**src/rtl/two_port_mem_pipe.sv**
```systemverilog
// Two-port (1W+1R) memory with lane-masked writes, 1- or 2-cycle registered reads,
// optional same-address write-to-read forwarding and a zeroing sweep after reset.
module two_port_mem_pipe #(
  parameter int unsigned addresses    = 32,
  parameter int unsigned width        = 8,
  parameter int unsigned writeMask    = 1,
  parameter int unsigned readLatency  = 1,
  parameter bit          bypass       = 1'b1,
  parameter bit          clearOnReset = 1'b1,
  localparam int unsigned addressWidth = (addresses > 1) ? $clog2(addresses) : 1
) (
  input  logic                    clk,
  input  logic                    reset,
  input  logic [addressWidth-1:0] writeAddress,
  input  logic [writeMask-1:0]    writeEnable,
  input  logic [width-1:0]        writeData,
  input  logic [addressWidth-1:0] readAddress,
  input  logic                    readEnable,
  output logic [width-1:0]        readData,
  output logic                    readValid,
  output logic                    busy
);

  localparam int unsigned LaneWidth = (writeMask == 0) ? width : width / writeMask;

  // Reject configurations the datapath cannot represent.
  if (addresses == 0 || width == 0 || writeMask == 0 || (width % writeMask) != 0 ||
      (readLatency != 1 && readLatency != 2)) begin : g_bad_params
    $error("FAIL!! two_port_mem_pipe: illegal parameters");
  end

  typedef enum logic {StClear, StReady} state_e;

  state_e                  state_q, state_d;
  logic [addressWidth-1:0] clr_cnt_q, clr_cnt_d;
  logic                    clr_last;
  logic                    ready;
  logic                    wr_in_range, rd_in_range;
  logic                    rd_fire;
  logic [width-1:0]        rd_word;
  logic                    out_valid;
  logic [width-1:0]        out_data;

  logic [width-1:0] mem [addresses];

  assign clr_last    = (32'(clr_cnt_q) == addresses - 1);
  assign ready       = (state_q == StReady);
  assign busy        = (state_q == StClear);
  // Non-power-of-two depths leave a hole in the address space.
  assign wr_in_range = (32'(writeAddress) < addresses);
  assign rd_in_range = (32'(readAddress) < addresses);
  assign rd_fire     = ready && readEnable;

  // Next-state logic for the clear sweep.
  always_comb begin
    state_d   = state_q;
    clr_cnt_d = clr_cnt_q;
    unique case (state_q)
      StClear: begin
        if (clr_last) begin
          state_d   = StReady;
          clr_cnt_d = '0;
        end else begin
          clr_cnt_d = clr_cnt_q + addressWidth'(1);
        end
      end
      StReady: ;
      default: state_d = StReady;
    endcase
  end

  // State and sweep counter registers.
  always_ff @(posedge clk) begin
    if (reset) begin
      state_q   <= clearOnReset ? StClear : StReady;
      clr_cnt_q <= '0;
    end else begin
      state_q   <= state_d;
      clr_cnt_q <= clr_cnt_d;
    end
  end

  // Array update: zeroing sweep while clearing, lane-masked writes once ready.
  always_ff @(posedge clk) begin
    if (!ready) begin
      mem[clr_cnt_q] <= '0;
    end else if (wr_in_range) begin
      for (int i = 0; i < int'(writeMask); i++) begin
        if (writeEnable[i]) begin
          mem[writeAddress][i*LaneWidth +: LaneWidth] <= writeData[i*LaneWidth +: LaneWidth];
        end
      end
    end
  end

  // Word returned by a read this cycle, including forwarded write lanes.
  always_comb begin
    rd_word = '0;
    if (rd_in_range) begin
      rd_word = mem[readAddress];
      if (bypass && wr_in_range && (readAddress == writeAddress)) begin
        for (int i = 0; i < int'(writeMask); i++) begin
          if (writeEnable[i]) begin
            rd_word[i*LaneWidth +: LaneWidth] = writeData[i*LaneWidth +: LaneWidth];
          end
        end
      end
    end
  end

  if (readLatency == 2) begin : g_lat2
    logic             s1_valid_q;
    logic [width-1:0] s1_data_q;

    // Extra stage: holds the sampled word for one more edge.
    always_ff @(posedge clk) begin
      if (reset) begin
        s1_valid_q <= 1'b0;
        s1_data_q  <= '0;
      end else begin
        s1_valid_q <= rd_fire;
        if (rd_fire) begin
          s1_data_q <= rd_word;
        end
      end
    end

    assign out_valid = s1_valid_q;
    assign out_data  = s1_data_q;
  end else begin : g_lat1
    assign out_valid = rd_fire;
    assign out_data  = rd_word;
  end

  // Output register: data holds between strobes.
  always_ff @(posedge clk) begin
    if (reset) begin
      readData  <= '0;
      readValid <= 1'b0;
    end else begin
      readValid <= out_valid;
      if (out_valid) begin
        readData <= out_data;
      end
    end
  end

endmodule

```
**config.mk**
```make
export PLATFORM = sky130hd
export DESIGN_NAME = two_port_mem_pipe
export DESIGN_NICKNAME = d
export VERILOG_FILES = /design/src/rtl/two_port_mem_pipe.sv
export SDC_FILE = /design/constraint.sdc
export NUM_CORES = 1
export LEC_CHECK = 0
export BUFFER_PORTS_ARGS = -buffer_cell sky130_fd_sc_hd__buf_2
export CAP_MARGIN = 0
export CELL_PAD_IN_SITES_DETAIL_PLACEMENT = 1
export CELL_PAD_IN_SITES_GLOBAL_PLACEMENT = 2
export CORE_ASPECT_RATIO = 1.4
export CORE_MARGIN = 2
export CORE_UTILIZATION = 40
export DETAILED_ROUTE_END_ITERATION = 8
export GPL_TIMING_DRIVEN = 1
export PLACE_DENSITY = 0.7
export SYNTH_ARGS = -nofsm -noshare
export SYNTH_HDL_FRONTEND = slang
export SYNTH_SLANG_ARGS = --single-unit
```
**constraint.sdc**
```tcl
create_clock -name clk -period 2.9 [get_ports clk]
set_input_delay 0.58 -clock clk [delete_from_list [all_inputs] [get_ports clk]]
set_output_delay 0.58 -clock clk [all_outputs]
set_load 0.1 [all_outputs]
```
# Word-level counts from Yosys, hierarchy flattened
# Memories as Yosys holds them, arrays and structs flattened.
# Cells that the tools add are included.
[word_totals] reg_bits=15 ramBits=256 in_bits=22 output_inout_bits=10 word_cells=23 n_memories=1
[mem_list] name="mem" depth=32 word_bits=8 read_ports=1 rd_clocked_by_memory_dff=0 wr=1 line_no="44" text="logic [width-1:0] mem [addresses];"
[op_classes] n_addsub=1 n_eq_ne=2 muxes=12 bitwise=1 reduce_logical=2
[op_table] op="$mux 8" n=3
[op_table] op="$mux 5" n=2
[op_table] op="$reduce_or 8->1" n=1
[op_table] op="$mux 1" n=7
[op_table] op="$add 5x1->5 const B" n=1
[op_table] op="$eq 5x5->1" n=1
[op_table] op="$eq 5x5->1 const B" n=1
[op_table] op="$logic_and 1x1->1" n=1
[op_table] op="$not 1->1" n=1

# Depth between registers and ports, before layout
# Gate-level depths: netlist (run 1).
[logic_depth] depth_word=5 depth_mapped=8

# Worst setup path before layout (run 1)
# Ideal clock, no wire load.
[synth_path] kind="input to register" start="in writeEnable" end="mem mem[11][0] (enable)" setup_time_ns=0.370 arrival_ns=1.739 required_ns=2.530 setup_slack_ns=0.790 cell_stages=4 n_path_buf=0 path_cell_list="nand2_1 > mux2i_1 > nand3_1 > nor2_1"
[synth_via] elab_chain_cells=5 word_cells_on_any_way=6 classes_between="mux: 5; reduce/logical: 1"
[synth_rtl] element="start, declared" line_no="15" text="input logic [writeMask-1:0] writeEnable,"
[synth_rtl] element="$mux 1 *" line_no="89" text="if (writeEnable[i]) begin"
[synth_rtl] element="$mux 1 *" line_no="85" text="if (!ready) begin"
[synth_rtl] element="$mux 1 (not written as such) *" line_no="90" text="mem[writeAddress][i*LaneWidth +: LaneWidth] <= writeData[i*LaneWidth +: LaneWidth];"
[synth_rtl] element="$reduce_or 8->1 (no source line)"
[synth_rtl] element="$mux 5 (no source line) / $mux 1 (equally long branches)"
[synth_rtl] element="end, declared" line_no="44"
# Mark *: on every way between the ends. The rest lies on a longest branch, timed or not.

# Final worst setup path (run 1)
[layout_path] start="reg state_q (netlist: ready)" end="mem mem[21][0] (enable)"
[layout_via] elab_chain_cells=4 word_cells_on_any_way=6 classes_between="mux: 5; reduce/logical: 1"
[layout_rtl] element="start, declared" line_no="34" text="state_e state_q, state_d;"
[layout_rtl] element="start signal, assigned" line_no="75" text="state_q <= clearOnReset ? StClear : StReady;"
[layout_rtl] element="start signal, assigned" line_no="78" text="state_q <= state_d;"
[layout_rtl] element="$mux 1" line_no="85"
[layout_rtl] element="$mux 1 (not written as such)" line_no="90"
[layout_rtl] element="$reduce_or 8->1 (no source line)"
[layout_rtl] element="$mux 5 (no source line) / $mux 1 (equally long branches)"
# Several ways; a longest one is shown, not always the timed one.

==> results of run 1 <==
metrics by stage:
step	hold WS [ns]	cell area (µm²)	worst slack, ns	util (%)
floorplan	0.476	11000	0.790	-
global placement	0.524	11800	0.271	43.8
detailed placement	0.545	11800	0.289	43.8
CTS	0.313	12700	0.618	47.0
global route	0.341	12700	0.418	47.0
finish	0.331	12700	0.603	47.0
sequential cells by signal, summed over array words and instances, names as in the netlist:
signal	cells
readData	8
clr_cnt_q	5
ready	1
readValid	1
mem	256
worst paths after layout:
| kind | start | slack (ns) | depth (start not counted) | to |
|---|---|---|---|---|
| max | ready | 0.60 | 5 | mem[21][0] |
| min | readEnable | 0.33 | 3 | readValid |
| max reg2reg | ready | 0.60 | 5 | mem[21][0] |
| min reg2reg | clr_cnt_q[3] | 0.55 | 2 | clr_cnt_q[3] |
metal layers:
metal / vias up / track usage (%) / wire (µm)
met3: 32 / 2.29 / 1010
met4: 0 / 5.48 / 616
met1: 3178 / 25.7 / 11900
met5: - / 0 / 0
li1: 2761 / - / -
met2: 140 / 37.1 / 15500
final cells by class:
cell class | instances | area share [%]
Timing Repair Buffer | 82 | 4.85
Inverter | 1 | 0.0295
Multi-Input combinational cell | 354 | 21.8
Sequential cell | 271 | 62.9
Clock buffer | 30 | 5.41
Clock inverter | 18 | 1.49
Tap cell | 365 | 3.60
cell usage in the layout (no fill, tap or decap), types with 4 or more instances in the layout:
cell,instances
mux4_2,14
edfxtp_1,256
buf_12,6
clkinv_1,9
bufinv_16,4
nor2b_1,6
and3_1,10
nand2_1,15
nand4_1,6
nand3_1,21
nor2_1,63
buf_4,46
buf_2,30
o21ai_0,10
and4_1,8
a22oi_1,47
a21oi_1,19
dfxtp_1,15
clkbuf_16,27
mux2i_1,101
report_power, final:
part | total [mW] | switching, mW | internal, mW
Combinational | 0.401 | 0.246 | 0.155
Sequential | 4.28 | 0.0157 | 4.26
Clock | 3.46 | 1.41 | 2.05
Total | 8.14 | 1.67 | 6.47
Yosys cell counts (2+ instances only):
cell / number
dfxtp_1: 15
nor3_1: 3
mux2_2: 2
mux2i_1: 101
mux4_1: 2
o21ai_0: 10
and3_1: 10
ha_1: 2
a22oi_1: 47
nand3_1: 21
mux4_2: 14
nor3b_1: 2
buf_1: 2
clkbuf_1: 8
buf_4: 3
edfxtp_1: 256
a31oi_1: 2
and2_1: 3
xor2_1: 3
nand2_1: 15
nor2_1: 63
and4_1: 8
a21oi_1: 19
nand4_1: 6
buf_6: 9
buf_2: 8
nor2b_1: 6
buf_8: 2
buf_12: 2
nand3b_1: 3
worst min-delay path, cell delays in order:
cell and delay, ns:
buf_2 0.09, nand2_1 0.08, nor2_1 0.09
cell families after synthesis:
kind of cell               Yosys count  synth area share [%]
muxes                              119                  12.7
xor gates and xnor gates             5                 0.465
and+or+nand+nor                    146                  6.68
adders and majority gates            2                 0.227
buffers and inverters               36                  2.54
AOI/OAI and AO/OA                   82                  4.98
DFF                                271                  72.4
==> results by stage, run 1 <==
Critical path:
- The type of the worst setup path is flip-flop to flip-flop.
- The startpoint type of the worst setup path is a flip-flop.
- The number of buffers and inverters on the critical path is 0.
- The worst setup path is captured at a flip-flop.
- The largest fanout on the critical path is 8.
- The cell family contributing the most delay on the critical path is simple AND/OR/NAND/NOR gates.
- For the worst setup path, the data required time is approximately 3.1 ns.
- Data arrives at the worst endpoint at between 2 and 2.5 ns.
- The largest individual stage delay along the critical path comes from the cell nor2_1.
- In this design, the stage delay of the slowest critical-path cell is 0.65 ns.
- The critical path goes through nand2_1 -> mux2i_1 -> nor2_1 -> nand2_1 -> nor2_1.

Detailed routing:
- After the first detailed-routing iteration, the DRC count stood at 398.
- The count of unresolved DRC violations after routing is 0.
- The final layout contains routed wiring with a total length of between 20 and 30 mm.
- Dividing the detail-routed wire length by the instance count gives 25.9 µm.
- The total via count in the routed design is between 6k and 7k.
- The final antenna-violating net count is 0.
- The number of iterations in the first detailed-routing pass is 5.
- In the routed layout, each cell is associated on average with a via count of 5.45.

Power:
- The cell leakage power is ~4.8 nW.
- The areal power density over the cells is 641 nW/µm².
- The maximum VDD drop is 0.000438 V.
- The power after layout is roughly 8 mW.

Worst hold path:
- The worst hold-check path type is primary input to flip-flop.

STA:
- At the pin with the least slew margin, the transition time is ~0.9 ns.
- Setup repair after global routing left no endpoint under its margin.
- The routed design could run at a clock period as short as 2.30 ns.
- The achievable frequency is roughly 0.44 GHz.
- The final hold violation count is 0.
- Setup violations remaining at the end of the flow were counted as 0.
- The normalized max-slew margin is between 30% and 40%.
- The sum of negative setup slack is 0 ns.
- The post-route clock period utilization is 79.2%.
- Clock skew on the completed layout was measured at 0.00806 ns.
- The max-slew violation count is 0.

Placed design:
- During placement, the flow inserted port buffers numbering 31.
- Detailed placement ended at an HPWL of around 20 mm.
- The congestion estimate from routability-driven global placement came to 0.832.
- The total instance count after detailed placement is 1073.

Logic synthesis:
- The number of distinct library cells after synthesis is 44.
- The flop and latch count out of synthesis is approximately 270.
- The number of enable flip-flop cells after synthesis is 256.
- Of the synthesized area, sequential elements account for 72.4%.
- The synthesized design spends more area on one cell type than any other, namely edfxtp_1.
- After synthesis, the largest area contributor takes up 69.7% of total cell area.
- The post-synthesis instance total is approximately 660.
- Of all flip-flops after synthesis, the portion carrying an async set or reset was 0%.
- The Yosys step of the flow raised 0 warnings.
- In this run the cell area of the synthesized design comes to 11000 µm².
- In the post-synthesis netlist, the biggest area contributors are edfxtp_1 70%, mux2i_1 9.2%, a22oi_1 3.2%.
- The predominant post-synthesis flop cell is edfxtp_1.
- The synthesized net count is 685.
- The average cell area after synthesis is ~17 µm².

Floorplan:
- The overall die height is 200 µm.
- The number of placement rows is ~70.
- In this run the standard cell core region covers 27000 µm².
- The initial utilization of the core area, before any placement, comes to 40.8%.
- 32 I/O pins were placed.
- The width of the chip is 144 µm.
- The total die area is 28900 µm².

Layout:
- 0 antenna diodes ended up in the layout.
- The layout has 2676 filler cells.
- After the flow finishes, the layout carries non-filler instances totaling between 1k and 1.5k.
- From synthesis to final layout, the design area changed by 15.2%.
- In the final design database the tool counted 760 nets.
- The proportion of layout cells with a drive suffix above 1 is 18.5%.
- The sequential cell area is 7990 µm².
- In the final layout, the multi-input gates occupy 2760 µm².

Clocking:
- The clock reaches the later pin of the worst-skew pair after 0.54 ns.
- Clock tree synthesis selected as its root buffer the cell clkbuf_16.
- Counting every sink on the clock net gives 271.
- The level count of the clock H-tree is 1.
- TritonCTS built the clock tree.
- Counting along the longest clock path gives a buffer depth of 3.
- TritonCTS created 26 clock buffers.
- Clock-pin slew was measured on the worst setup and hold paths at 0.06 ns.
- After clock tree synthesis, the repair step resized 0 gates.
- The count of hold buffers inserted by post-cts repair is 0.
- Buffers added to address setup during post-CTS repair amount to 0.

Flow run:
- The max-capacitance violation count is 0.

Global route:
- The number of global-route vias before repair came to 6484.
- The overall fraction of global-route tracks in use is 20.4%.
- The global route total overflow is 0.
- The first global-routing pass estimated ~43 mm of wire.
- The initial antenna violation count came to 0.
- The largest net degree at the start of global routing is 35.

Run status:
- The run finished with clean final reports.
(Power assumes the default switching activity.)
==> inputs of run 2 (changes only) <==
==> constraint.sdc (replaced) <==
create_clock -name clk -period 2.38 [get_ports clk]
set_input_delay 0.476 -clock clk [delete_from_list [all_inputs] [get_ports clk]]
set_output_delay 0.476 -clock clk [all_outputs]
set_load 0.1 [all_outputs]
==> run 2 against run 1 <==
Clock power rose by 36%. Non-clock buffer count rose by 23. Die area did not move. Count of clock-buffer cells in the layout fell by 2. Via count rose by 2.4%. Sequential power rose by 22%. Flip-flop and latch count did not move. Global-route usage barely moved. Wire length rose by 0.15%. Clock skew rose by 0.0060 ns. First-iteration DRC count fell by 2.0%. Largest cell class unchanged. Highest routed layer unchanged.
==> results by stage, run 2 (same netlist as run 1, synthesis figures left out) <==
Clocking:
- The clock transition at the registers of the reported paths came to 0.06 ns (about the same).
- The CTS tree is yes (unchanged).
- The cell at the root of the clock tree is clkbuf_16 (unchanged).
- The number of CTS-inserted buffers is 26 (unchanged).
- The post-cts sizing count is 0 (unchanged).
- The count of hold buffers inserted by post-cts repair was 0 (unchanged).
- The level count of the clock H-tree is 1 (unchanged).
- The number of buffers between clock root and the deepest sink is 3 (unchanged).
- The number of buffers inserted to repair setup after CTS came to 0 (unchanged).
- The latest clock arrival within the worst-skew pair is 0.54 ns (about the same).
- The number of clock sinks seen by CTS is 271 (unchanged).

STA:
- The final worst-path setup slack was 0.158 ns (was 0.603 ns).
- The final hold violation count is 0 (unchanged).
- The sum of negative setup slack is 0 ns (unchanged).
- The post-route clock period utilization is 93.4% (was 79.2%).
- Setup repair after global routing missed its margin: false (unchanged).
- The normalized max-slew margin is 13.9% (was 39.3%).
- The minimum clock period after layout is 2.22 ns (was 2.30 ns).
- The worst setup skew after layout is 0.0140 ns (was 0.00806 ns).
- The achievable frequency is 0.450 GHz (was 0.435 GHz).
- The transition time at the pin with the least slew margin was 1.29 ns (was 0.910 ns).
- The max-slew violation count is 0 (unchanged).
- The count of endpoints failing setup in the final report was 0 (unchanged).

Detailed routing:
- The routed wire length per instance is 25.4 µm (was 25.9 µm).
- The number of violations reported at the end of detailed-routing iteration 0 is 390 (was 398).
- The count of unresolved DRC violations after routing is 0 (unchanged).
- The final antenna-violating net count came to 0 (unchanged).
- The detailed-route wire length is 29.1 mm (was 29.0 mm).
- The number of vias per cell is 5.47 (was 5.45).
- The total via count in the routed design is 6259 (was 6111).
- The number of iterations in the first detailed-routing pass is 4 (was 5).

Floorplan:
- The starting density of the core came to 40.8% (unchanged).
- The overall die height is 200 µm (unchanged).
- The I/O pin total is 32 (unchanged).
- The total die area is 28900 µm² (unchanged).
- The core footprint is 27000 µm² (unchanged).
- The number of placement rows is 71 (unchanged).
- The width of the chip is 144 µm (unchanged).

Run status:
- Result of the run: complete, no violations (unchanged).

Critical path:
- The startpoint type of the worst setup path is a flip-flop (unchanged).
- The dominant cell type by count on the critical path is buf_4.
- The required time of the critical path is 2.68 ns (was 3.06 ns).
- The arrival time of the worst setup path was 2.52 ns (was 2.46 ns).
- The largest fanout on the critical path is 10 (was 8).
- Cell Chain, Critical Path: buf_4 -> nor3_1 -> a21oi_1 -> nor2_1 -> buf_4 (was nand2_1 -> mux2i_1 -> nor2_1 -> nand2_1 -> nor2_1).
- The type of the worst setup path is flip-flop to flip-flop (unchanged).
- The library cell contributing the largest single delay on the critical path is a21oi_1 (was nor2_1).
- The count of buffer and inverter cells on the critical path came to 2 (was 0).
- The critical path capture point type is a flip-flop (unchanged).
- The dominant delay contributor by cell family on the critical path is compound AO/OA/AOI/OAI gates (was simple AND/OR/NAND/NOR gates).
- The stage delay of the slowest cell on the critical path is 0.91 ns (was 0.65 ns).

Layout:
- The layout-stage area growth over the synthesis result is 17.4% (was 15.2%).
- The largest register by flop count is mem (unchanged).
- The number of flip-flops in the largest register came to 256 (unchanged).
- The final non-filler cell area is 12900 µm² (was 12700 µm²).
- The proportion of layout cells with a drive suffix above 1 came to 22.0% (was 18.5%).
- The count of filler cells inserted in the layout came to 2660 (was 2676).
- The total inserted antenna cells is 0 (unchanged).
- Leading cell types in the layout, fill and taps excluded: 256 x edfxtp_1, 101 x mux2i_1, 72 x buf_4 (was 256 x edfxtp_1, 101 x mux2i_1, 63 x nor2_1).
- The most common cell after layout, fill and taps aside is edfxtp_1 (unchanged).
- The number of nets in the layout is 783 (was 760).
- The core occupancy in the finished layout came to 47.9% (was 47.0%).
- Largest registers: mem (256), readData (8), clr_cnt_q (5) (unchanged).

Placed design:
- The routability congestion estimate from global placement is 0.806 (was 0.832).
- The worst slack after detailed placement is -0.0105 ns (was 0.289 ns).
- The HPWL after detailed placement is 19.9 mm (was 20.2 mm).
- The placement-stage cell area is 12000 µm² (was 11800 µm²).
- The count of input and output buffers is 31 (unchanged).

Power:
- The power dissipated by switching net loads is 2.10 mW (was 1.67 mW).
- The cell leakage power came to 4.94 nW (was 4.77 nW).
- The combinational share of power is 4.9% (about the same).
- The power after layout was 10.4 mW (was 8.14 mW).
- The maximum VDD drop came to 0.000564 V (was 0.000438 V).
- The share of total power consumed by net switching is 20.1% (was 20.6%).
- The areal power density over the cells was 805 nW/µm² (was 641 nW/µm²).
- The clock network power share is 45.1% (was 42.5%).
- The cell internal power dissipation came to 8.32 mW (was 6.47 mW).
- The fraction of power consumed by sequential logic is 50.0% (was 52.5%).

Flow run:
- The max-capacitance violation count is 0 (unchanged).

Global route:
- The largest net degree at the start of global routing is 34 (was 35).
- The initial antenna violation count is 0 (unchanged).
- The number of global-route vias before repair was 6661 (was 6484).
- The global-route wire length before repair is 43.0 mm (about the same).
- The overall fraction of global-route tracks in use is 20.4% (about the same).
- The global route total overflow is 0 (unchanged).

Worst hold path:
- The worst hold-check path type is primary input to flip-flop (unchanged).
==> run 2: cell type report <==
class	instances	area [µm²]	area share, %
Sequential cell	271	7990	61.7
Multi-Input combinational cell	354	2760	21.3
Timing Repair Buffer	105	751	5.80
Clock buffer	28	679	5.25
Tap cell	365	457	3.53
Clock inverter	20	305	2.36
Inverter	1	3.75	0.0290
==> run 2: worst paths after layout <==
kind / from / to / slack [ns] / cells after the start
max: ready / mem[12][6] / 0.16 / 5
min: readEnable / readValid / 0.23 / 3
max reg2reg: ready / mem[12][6] / 0.16 / 5
min reg2reg: clr_cnt_q[3] / clr_cnt_q[3] / 0.56 / 2
==> run 2: layer usage <==
| layer | wire length [µm] | GRT usage [%] | vias up | share of wire, % |
|---|---|---|---|---|
| met5 | 0 | 0 | - | 0 |
| met4 | 1140 | 8.11 | 0 | 3.9 |
| met3 | 1330 | 2.65 | 58 | 4.6 |
| met2 | 15200 | 36.2 | 177 | 52 |
| met1 | 11400 | 24.9 | 3218 | 39 |
| li1 | - | - | 2806 | - |
==> run 2: worst reg2reg max path: stages (launching register included) <==
cell,delay (ns)
dfxtp_1,0.38
buf_4,0.20
nor3_1,0.08
a21oi_1,0.91
nor2_1,0.20
buf_4,0.22
==> run 2: stage by stage <==
| step | hold WS (ns) | instances |
|---|---|---|
| 2_1_floorplan | 0.476 | 661 |
| 3_3_place_gp | 0.533 | 1096 |
| 3_5_place_dp | 0.546 | 1096 |
| 4_1_cts | 0.205 | 1144 |
| 5_1_grt | 0.241 | 1144 |
| 6_report | 0.227 | 1144 |
==> run 2: power groups by stage <==
stage          sequential, mW  clock (mW)  combinational [mW]
3_5_place_dp             5.31           0               0.513
5_1_grt                  5.21        4.94               0.543
3_3_place_gp             5.31           0               0.501
6_report                 5.21        4.70               0.511
2_1_floorplan            5.31           0               0.323
4_1_cts                  5.21        4.78               0.516
==> inputs of run 3 (changes only) <==
--- a/config.mk
+++ b/config.mk
@@ -14,7 +14,8 @@
 export CORE_UTILIZATION = 40
 export DETAILED_ROUTE_END_ITERATION = 8
 export GPL_TIMING_DRIVEN = 1
-export PLACE_DENSITY = 0.7
+export PLACE_DENSITY = 0.74
+export SKIP_CTS_REPAIR_TIMING = 1
 export SYNTH_ARGS = -nofsm -noshare
 export SYNTH_HDL_FRONTEND = slang
 export SYNTH_SLANG_ARGS = --single-unit
==> run 3 against run 2 <==
Wire length decreased by 0.78%. Core utilization is 0.40 points lower. Design area fell by 0.84%.
==> results by stage, run 3 (same netlist as run 1, synthesis figures left out) <==
Power:
- The areal power density over the cells was 790 nW/µm² (was 805 nW/µm²).
- The maximum VDD drop is 0.000432 V (was 0.000564 V).
- The cell leakage power was 4.86 nW (was 4.94 nW).
- The power after layout is 10.1 mW (was 10.4 mW).

Floorplan:
- The overall die height is 200 µm (unchanged).
- The width of the chip was 144 µm (unchanged).
- The I/O pin total is 32 (unchanged).
- The total die area was 28900 µm² (unchanged).
- The starting density of the core is 40.8% (unchanged).
- The number of placement rows came to 71 (unchanged).
- The core footprint was 27000 µm² (unchanged).

Layout:
- The largest register by flop count is mem (unchanged).
- The final non-filler cell area is 12800 µm² (was 12900 µm²).
- The proportion of layout cells with a drive suffix above 1 is 20.5% (was 22.0%).
- The total inserted antenna cells is 0 (unchanged).
- Leading cell types in the layout, fill and taps excluded: 256 x edfxtp_1, 100 x mux2i_1, 63 x nor2_1, 63 x buf_4, 47 x a22oi_1 (was 256 x edfxtp_1, 101 x mux2i_1, 72 x buf_4).
- The count of filler cells inserted in the layout is 2663 (was 2660).
- The number of nets in the layout is 776 (was 783).
- The most common cell after layout, fill and taps aside was edfxtp_1 (unchanged).
- The number of flip-flops in the largest register is 256 (unchanged).
- Largest registers: mem (256), readData (8), clr_cnt_q (5) (unchanged).
- The layout-stage area growth over the synthesis result is 16.4% (was 17.4%).

Clocking:
- The clock transition at the registers of the reported paths came to 0.06 ns (about the same).
- The latest clock arrival within the worst-skew pair is 0.54 ns (about the same).
- The level count of the clock H-tree is 1 (unchanged).
- The cell at the root of the clock tree is clkbuf_16 (unchanged).
- The number of CTS-inserted buffers is 27 (was 26).
- The CTS tree was yes (unchanged).
- The number of clock sinks seen by CTS was 271 (unchanged).
- The number of buffers between clock root and the deepest sink is 3 (unchanged).

STA:
- The post-route clock period utilization is 90.3% (was 93.4%).
- The worst setup skew after layout came to 0.0133 ns (was 0.0140 ns).
- The max-slew violation count is 0 (unchanged).
- The count of endpoints failing setup in the final report is 0 (unchanged).
- The sum of negative setup slack is 0 ns (unchanged).
- The minimum clock period after layout is 2.15 ns (was 2.22 ns).
- The transition time at the pin with the least slew margin came to 1.08 ns (was 1.29 ns).
- The final worst-path setup slack is 0.231 ns (was 0.158 ns).
- Setup repair after global routing missed its margin: false (unchanged).
- The achievable frequency came to 0.465 GHz (was 0.450 GHz).
- The smallest hold slack was 0.225 ns (was 0.227 ns).
- The final hold violation count was 0 (unchanged).
- The normalized max-slew margin came to 27.9% (was 13.9%).

Critical path:
- The type of the worst setup path is flip-flop to flip-flop (unchanged).
- The required time of the critical path was 2.62 ns (was 2.68 ns).
- The startpoint type of the worst setup path was a flip-flop (unchanged).
- The largest fanout on the critical path was 13 (was 10).
- The critical path capture point type is a flip-flop (unchanged).
- The arrival time of the worst setup path is 2.39 ns (was 2.52 ns).

Placed design:
- The routability congestion estimate from global placement is 0.803 (was 0.806).
- The count of input and output buffers is 31 (unchanged).
- The HPWL after detailed placement is 19.5 mm (was 19.9 mm).
- The worst slack after detailed placement is -0.00379 ns (was -0.0105 ns).
- The placement-stage cell area came to 11900 µm² (was 12000 µm²).

Global route:
- The largest net degree at the start of global routing was 33 (was 34).
- The initial antenna violation count is 0 (unchanged).
- The global route total overflow is 0 (unchanged).
- The number of global-route vias before repair came to 6632 (was 6661).
- The global-route wire length before repair is 42.8 mm (was 43.0 mm).
- The overall fraction of global-route tracks in use came to 20.2% (was 20.4%).

Detailed routing:
- The number of vias per cell is 5.49 (was 5.47).
- The routed wire length per instance is 25.4 µm (about the same).
- The total via count in the routed design is 6236 (was 6259).
- The count of unresolved DRC violations after routing is 0 (unchanged).
- The number of iterations in the first detailed-routing pass is 5 (was 4).
- The number of violations reported at the end of detailed-routing iteration 0 is 435 (was 390).
- The final antenna-violating net count is 0 (unchanged).
- The detailed-route wire length is 28.8 mm (was 29.1 mm).

Flow run:
- The max-capacitance violation count was 0 (unchanged).

Run status:
- Result of the run: complete, no violations (unchanged).

Worst hold path:
- The worst hold-check path type is primary input to flip-flop (unchanged).
run 3: path summary, 6_finish.rpt:
| path | start | end | slack [ns] | cells past startpoint |
|---|---|---|---|---|
| max reg2reg | ready | mem[21][5] | 0.23 | 8 |
| max | ready | mem[21][5] | 0.23 | 8 |
| min | readEnable | readValid | 0.23 | 3 |
| min reg2reg | clr_cnt_q[4] | clr_cnt_q[4] | 0.57 | 2 |
run 3: final cells by class:
class / count / area [µm²] / area share [%]
Sequential cell: 271 / 7990 / 62.2
Timing Repair Buffer: 97 / 703 / 5.48
Tap cell: 365 / 457 / 3.56
Inverter: 1 / 3.75 / 0.0292
Clock inverter: 16 / 224 / 1.74
Multi-Input combinational cell: 354 / 2770 / 21.6
Clock buffer: 31 / 691 / 5.38
run 3: power by group:
| group | switching [mW] | total [mW] | leakage [nW] | internal (mW) |
|---|---|---|---|---|
| Combinational | 0.312 | 0.506 | 1.63 | 0.194 |
| Sequential | 0.0216 | 5.22 | 2.78 | 5.19 |
| Clock | 1.71 | 4.42 | 0.441 | 2.71 |
| Total | 2.05 | 10.1 | 4.86 | 8.10 |
run 3: critical path: stages (launching register included):
cell and delay [ns]:
dfxtp_2 0.40, buf_4 0.19, nand2_1 0.17, mux2i_1 0.17
buf_4 0.18, nor2_1 0.14, nand2_1 0.20, nor2_1 0.19
buf_4 0.21
run 3: routing by layer:
layer	vias up	global-route usage [%]	share of wire (%)
met5	-	0	0
met4	0	8.43	3.5
met3	51	2.29	3.7
met2	149	35.7	53
met1	3254	24.9	40
li1	2782	-	-
run 3: metrics by stage:
step	util, %	cells
final	47.5	1135
after global placement	44.1	1087
after floorplan	-	661
after detailed placement	44.1	1088
after global routing	47.5	1135
after CTS	47.5	1135
